$ cat config.mk
export PLATFORM = sky130hd
export DESIGN_NAME = spw_babasu_tx_port
export DESIGN_NICKNAME = d
export VERILOG_FILES = /design/src/rtl/spw_babasu_tx_port.sv
export SDC_FILE = /design/constraint.sdc
export NUM_CORES = 1
export LEC_CHECK = 0
export ABC_AREA = 1
export BUFFER_PORTS_ARGS = -buffer_cell sky130_fd_sc_hd__buf_4
export CORE_ASPECT_RATIO = 2
export CORE_UTILIZATION = 43
export CTS_BUF_LIST = sky130_fd_sc_hd__clkbuf_16
export DETAILED_ROUTE_END_ITERATION = 7
export HOLD_SLACK_MARGIN = 0.02
export PLACE_DENSITY = 0.69
export SLEW_MARGIN = 10
export SYNTH_ARGS = -nofsm -noshare
export SYNTH_HDL_FRONTEND = slang
export SYNTH_SLANG_ARGS = --single-unit
$ cat constraint.sdc
create_clock -name clk -period 2.5 [get_ports clk]
set_input_delay 0.5 -clock clk [delete_from_list [all_inputs] [get_ports clk]]
set_output_delay 0.5 -clock clk [all_outputs]
set_load 0.02 [all_outputs]
$ cat src/rtl/spw_babasu_tx_port.sv
// spw_babasu_tx_port
//   Avalon-MM slave that buffers 9-bit SpaceWire TX characters written by the
//   CPU (bit 8 = control flag, bits 7:0 = data/control code) in a small FIFO
//   and presents them to the transmitter with a valid/ready handshake.
//
//   Optional feature macro: SPW_TX_PORT_IRQ_EN (drain interrupt, irq_mask
//   control bit, drained status bit). Without it those bits read 0.
//
// Ports:
//   clk, reset_n         clock, asynchronous active-low reset
//   address[1:0]         register select (0 DATA, 1 STATUS, 2 CONTROL, 3 none)
//   write, writedata     single-cycle Avalon write
//   readdata[31:0]       registered read data, 1-cycle latency, no read strobe
//   tx_data[8:0]         FIFO head (0 when empty)
//   tx_valid, tx_ready   transmitter handshake; pop on tx_valid && tx_ready
//   irq                  drained && irq_mask, registered (feature build only)
module spw_babasu_tx_port #(
  parameter int DEPTH = 8,
  parameter int AW    = 3
) (
  input  logic        clk,
  input  logic        reset_n,
  input  logic [1:0]  address,
  input  logic        write,
  input  logic [31:0] writedata,
  output logic [31:0] readdata,
  output logic [8:0]  tx_data,
  output logic        tx_valid,
  input  logic        tx_ready
`ifdef SPW_TX_PORT_IRQ_EN
  ,
  output logic        irq
`endif
);

  localparam logic [AW:0] DEPTH_C = (AW+1)'(DEPTH);
  localparam logic [AW:0] ONE_C   = (AW+1)'(1);

  logic [8:0]    mem [DEPTH];
  logic [AW-1:0] wptr, rptr;
  logic [AW:0]   count;
  logic [8:0]    shadow;
  logic          enable, overflow;
  logic          drained, irq_mask;

  logic empty, full;
  logic wr_data, wr_stat, wr_ctrl, flush;
  logic pop, push_ok, ovf_set, drn_set;

  assign empty = (count == '0);
  assign full  = (count == DEPTH_C);

  assign wr_data = write && (address == 2'd0);
  assign wr_stat = write && (address == 2'd1);
  assign wr_ctrl = write && (address == 2'd2);
  assign flush   = wr_ctrl && writedata[1];

  assign tx_valid = !empty && enable;
  assign tx_data  = empty ? 9'd0 : mem[rptr];

  // A flush wins over a pop in the same cycle: the pop is simply lost.
  assign pop     = tx_valid && tx_ready && !flush;
  // A full FIFO still accepts a push when the head leaves in the same cycle.
  assign push_ok = wr_data && (!full || pop);
  assign ovf_set = wr_data && !push_ok;
  // Only a real pop of the last entry counts as a drain; a refill in the
  // same cycle keeps count at 1.
  assign drn_set = pop && !push_ok && (count == ONE_C);

  // Contents are never cleared; empty masks them on tx_data.
  always_ff @(posedge clk) begin
    if (push_ok) mem[wptr] <= writedata[8:0];
  end

  always_ff @(posedge clk or negedge reset_n) begin
    if (!reset_n) begin
      wptr  <= '0;
      rptr  <= '0;
      count <= '0;
    end else if (flush) begin
      wptr  <= '0;
      rptr  <= '0;
      count <= '0;
    end else begin
      if (push_ok) wptr <= wptr + 1'b1;
      if (pop)     rptr <= rptr + 1'b1;
      case ({push_ok, pop})
        2'b10:   count <= count + 1'b1;
        2'b01:   count <= count - 1'b1;
        default: count <= count;
      endcase
    end
  end

  always_ff @(posedge clk or negedge reset_n) begin
    if (!reset_n) begin
      shadow   <= '0;
      enable   <= 1'b1;
      overflow <= 1'b0;
    end else begin
      if (push_ok) shadow <= writedata[8:0];
      if (wr_ctrl) enable <= writedata[0];
      // set has priority over a coincident clear
      if (ovf_set)                       overflow <= 1'b1;
      else if (wr_stat && writedata[18]) overflow <= 1'b0;
    end
  end

`ifdef SPW_TX_PORT_IRQ_EN
  always_ff @(posedge clk or negedge reset_n) begin
    if (!reset_n) begin
      drained  <= 1'b0;
      irq_mask <= 1'b0;
      irq      <= 1'b0;
    end else begin
      if (wr_ctrl) irq_mask <= writedata[2];
      if (drn_set)                       drained <= 1'b1;
      else if (wr_stat && writedata[19]) drained <= 1'b0;
      irq <= drained && irq_mask;
    end
  end
`else
  assign drained  = 1'b0;
  assign irq_mask = 1'b0;
  logic unused_drn;
  assign unused_drn = drn_set;
`endif

  logic unused_wd;
  assign unused_wd = ^writedata[31:9];

  always_ff @(posedge clk or negedge reset_n) begin
    if (!reset_n) readdata <= '0;
    else begin
      case (address)
        2'd0:    readdata <= {23'd0, shadow};
        2'd1:    readdata <= {12'd0, drained, overflow, full, empty,
                              {(15-AW){1'b0}}, count};
        2'd2:    readdata <= {29'd0, irq_mask, 1'b0, enable};
        default: readdata <= '0;
      endcase
    end
  end

endmodule

# Yosys cells after proc, flatten, opt, wreduce, memory -nomap -nowiden
# Memories as Yosys holds them, arrays and structs flattened.
# Index checks and enable logic that the tools add are counted.
# word_totals
reg_bits,53
ram_bits,72
word_cells,50
n_memories,1
# op_classes
add_sub_neg,4
eq_ne,5
muxes,12
n_reduce_logical,21
# memory_table
name,depth,width,read_ports,rd_ports_with_merged_regs,wr,line,rtl
mem,8,9,1,0,1,39,logic [8:0] mem [DEPTH];
# op_table
op,n
$pmux W19 S3,1
$mux W3,4
$logic_and A1 B1 Y1,10
$mux W9,1
$pmux W4 S2,1
$add A3 B1 Y3 const B,2
$reduce_bool A2 Y1,3
$add A4 B1 Y4 const B,1
$eq A2 B1 Y1 const B,2
$eq A2 B2 Y1 const B,2
$eq A4 B4 Y1 const B,1
$logic_not A1 Y1,4
$logic_not A4 Y1,1
$mux W1,4
$mux W4,1
$sub A4 B1 Y4 const B,1
$reduce_bool A3 Y1,1
$logic_not A2 Y1,1
$logic_or A1 B1 Y1,1

# Logic depth before layout (Yosys ltp)
# depth
word_depth,10
ltp_mapped,14

# Worst setup path before layout
# No wires, ideal clock.
# synth_path
path_type,reg-to-output
startpoint,register rptr[0]
endpoint,output port tx_data[0]
arrival_time_ns,1.555
slack_ns,0.445
stages_incl_launch_ff,9
path_buffers,3
cell_sequence,dfrtp_1 > buf_2 > inv_1 > buf_2 > buf_2 > nor2_1 > o22ai_1 > o21ai_0 > a31oi_1
# synth_via
elab_chain_cells,2
# synth_rtl
item,line,rtl
start: declaration,40,"logic [AW-1:0] wptr, rptr;"
start signal: assignment,86,if (pop) rptr <= rptr + 1'b1;
$mem_v2 Z8 W9,--,
$mux W9,59,assign tx_data = empty ? 9'd0 : mem[rptr];
end: declaration,27,"output logic [8:0] tx_data,"
# Every way passes these cells.

# Final worst setup path
# layout_path
startpoint,register rptr[0]
endpoint,output port tx_data[2]
# Same word-level chain as after synthesis.

==> qor.txt <==
Status -> finished, final reports clean
Global Route Usage Sum -> 18.8%
Synthesized instance count -> 406
Layout cells sized above 1 -> 19.5%
Req. time, crit path -> 2.00 ns
CTS Hold Bufs -> 0
Final period util -> 91.9%
Yosys top cell area share -> 48.1%
Chip height -> 147 um
Post_cts resized -> 0
Max VDD drop -> 0.640 mV
Placer Congestion -> 0.811
Hpwl dp -> 6.73 mm
Crit path to -> tx_data[2]
Fin. max-slew vios -> 0
Gr ovfl total -> 0
Syn avg cell area -> 11.1 um^2
R2R Setup Slk -> 0.38 ns
Initial antenna violation count -> 0
Synth top area cells -> edfxtp_1 (48%), dfrtp_1 (18%), o21ai_0 (6.4%), nor2_1 (5.9%), nand2_1 (3.8%)
# diodes -> 0
CTS root buf -> clkbuf_16
Hold Path Class -> in -> async
# IOs -> 80
Sequential fraction of the synthesis area -> 66.6%
Netlist cell types -> 30
CTS max path bufs -> 2
WP data arrival -> 1.80 ns
Largest net degree at the start of global routing -> 34
DR vias/cell -> 5.06
ANT nets after route -> 0
Die footprint -> 0.0109 mm^2
Initial Utilization -> 44.2%
Worst r2r src -> enable
Crit. Startpoint -> rptr[0]
Skew final -> 0.00593 ns
Setup TNS -> 0 ns
RSZ-0062 raised after global routing -> no
H-tree depth -> 3
Setup ws final -> 0.202 ns
# rows -> 52
Min Hold Slack -> 0.0906 ns
Mapped cell area -> 0.00449 mm^2
Setup violations, final -> 0
FF+latch count, synth -> 105
First-pass GRT wire length -> 15.0 mm
Die width -> 74.3 um
DR iter-0 viols -> 185
Routed via count -> 3018
WS Path Type -> reg -> out
Leakage Power -> 2.11 nW
Layout Area Growth over Synthesis -> 15.7%
Post-route design area -> 0.00519 mm^2
GR Util met3 -> 2.97%
Startpoint types -> flip-flop
Max FO, Critical Path -> 18
Core ar. -> 0.0101 mm^2
Cell Pwr Density -> 1040 mW/mm^2
Max Cap Viol -> 0
Gr busiest metal -> met2
Setup Fix Bufs, Post-CTS -> 0
Max Fclk -> 435 MHz
Number of port buffers -> 37
Setup crit end kind -> primary output
Met1 Use GR -> 19.3%
Final WL -> 9.25 mm
Crit Reg-Reg Endpoint -> mem[0][5]
R2R cell count -> 8
Yosys top cell by area -> edfxtp_1
Pre-CTS setup slack -> 0.237 ns
Skew-Pair Late Insertion Delay -> 0.34 ns
Hold Vio Cnt, Final -> 0
Synthesis warning total -> 0
TritonCTS buffer count -> 9
Detailed Routing Iterations Pass 1 -> 4
Number of global-route vias before repair -> 3138
Clk slew on worst S/H paths -> 0.07 ns
M2 GR Usage -> 34.1%
CTS tree -> built
Fillers -> 923
Per-cell routed wire length -> 15.5 um
DRC viols -> 0
Clock sink total -> 105
Final-stage net count -> 498
Final Critical Period -> 2.30 ns
Placed Area -> 0.00492 mm^2
[layout by cell type (no fill, tap or decap)]
cell,n
a21boi_0,1
a21oi_1,3
a31oi_1,9
buf_4,55
clkbuf_16,9
clkinv_1,2
clkinv_2,1
clkinv_4,1
clkinvlp_4,2
conb_1,20
dfrtp_1,32
dfstp_2,1
edfxtp_1,72
ha_1,4
inv_1,29
inv_4,1
inv_6,1
nand2_1,45
nand2_2,3
nand2_4,1
nand2_8,1
nand3_1,12
nand3_2,2
nor2_1,71
nor2_2,3
nor2_4,2
o211ai_1,1
o21ai_0,57
o21ai_1,4
o21ai_2,5
o22ai_1,9
or2_2,1
or2_4,1
[layer usage]
layer / vias to the layer above / wire [um]
met1: 1464 / 3150
met3: 24 / 351
met4: 0 / 286
met2: 94 / 5460
li1: 1436 / -
met5: - / 0
[registers in the layout, summed over array words and instances, names as in the netlist]
register and cells:
rptr 3, enable 1, count 4, mem 72, readdata 12, overflow 1
shadow 9, wptr 3
[critical path, cell delays in order (launching register included)]
cell	delay [ns]
dfrtp_1	0.39
inv_1	0.08
buf_4	0.21
o21ai_0	0.10
o22ai_1	0.12
o21ai_0	0.10
a31oi_1	0.26
buf_4	0.20
[where the power goes]
part / switching [mW] / internal (mW) / total [mW]
Sequential: 0.0949 / 2.04 / 2.14
Clock: 0.597 / 0.671 / 1.27
Combinational: 1.25 / 0.718 / 1.97
Total: 1.94 / 3.43 / 5.38
[area by class of cell]
| class | instances | area [um^2] | area share (%) |
|---|---|---|---|
| repair buffers | 55 | 413 | 7.95 |
| well taps | 135 | 169 | 3.25 |
| clock inverters | 7 | 45.0 | 0.867 |
| inverters | 30 | 115 | 2.22 |
| multi-input cells | 255 | 1240 | 23.8 |
| clock buffers | 9 | 225 | 4.34 |
| flip-flops and latches | 105 | 2990 | 57.5 |
[cell families (layout without fill, tap and decap cells)]
| logic type | after synthesis | count (layout) | share of synthesized area [%] |
|---|---|---|---|
| adder cells (fa/ha/maj) | 4 | 4 | 1.11 |
| flip-flops | 105 | 105 | 66.6 |
| AND/OR/NAND/NOR | 142 | 142 | 13.8 |
| other | 1 | 20 | 0.0835 |
| buffers and inverters | 65 | 101 | 7.44 |
| AO/OA/AOI/OAI | 89 | 89 | 10.9 |
[per-stage QoR]
step	total power [mW]	instances	util (%)
floorplan	3.43	425	-
global placement	4.08	580	48.5
detailed placement	4.15	580	48.5
CTS	5.42	596	51.2
global route	5.70	596	51.2
finish	5.38	596	51.2
[worst min path at each step]
stage                             end  slack (ns)  depth (start not counted)
after floorplan              count[0]        0.20                          0
after global placement    readdata[5]        0.46                          1
after detailed placement  readdata[7]        0.47                          1
after CTS                 readdata[7]         0.1                          1
after global routing      readdata[7]        0.12                          1
final                     readdata[6]        0.09                          1
[synthesized netlist by cell type (all sizes together)]
master,instances
edfxtp,72
ha,4
o211ai,1
nor2,76
nand2,50
a31oi,9
dfstp,1
a21oi,3
o21ai,66
conb,1
or2,2
nand3,14
inv,30
clkbuf,10
o22ai,9
a21boi,1
dfrtp,32
buf,25
No activity file was read; power rests on OpenSTA's default activity.
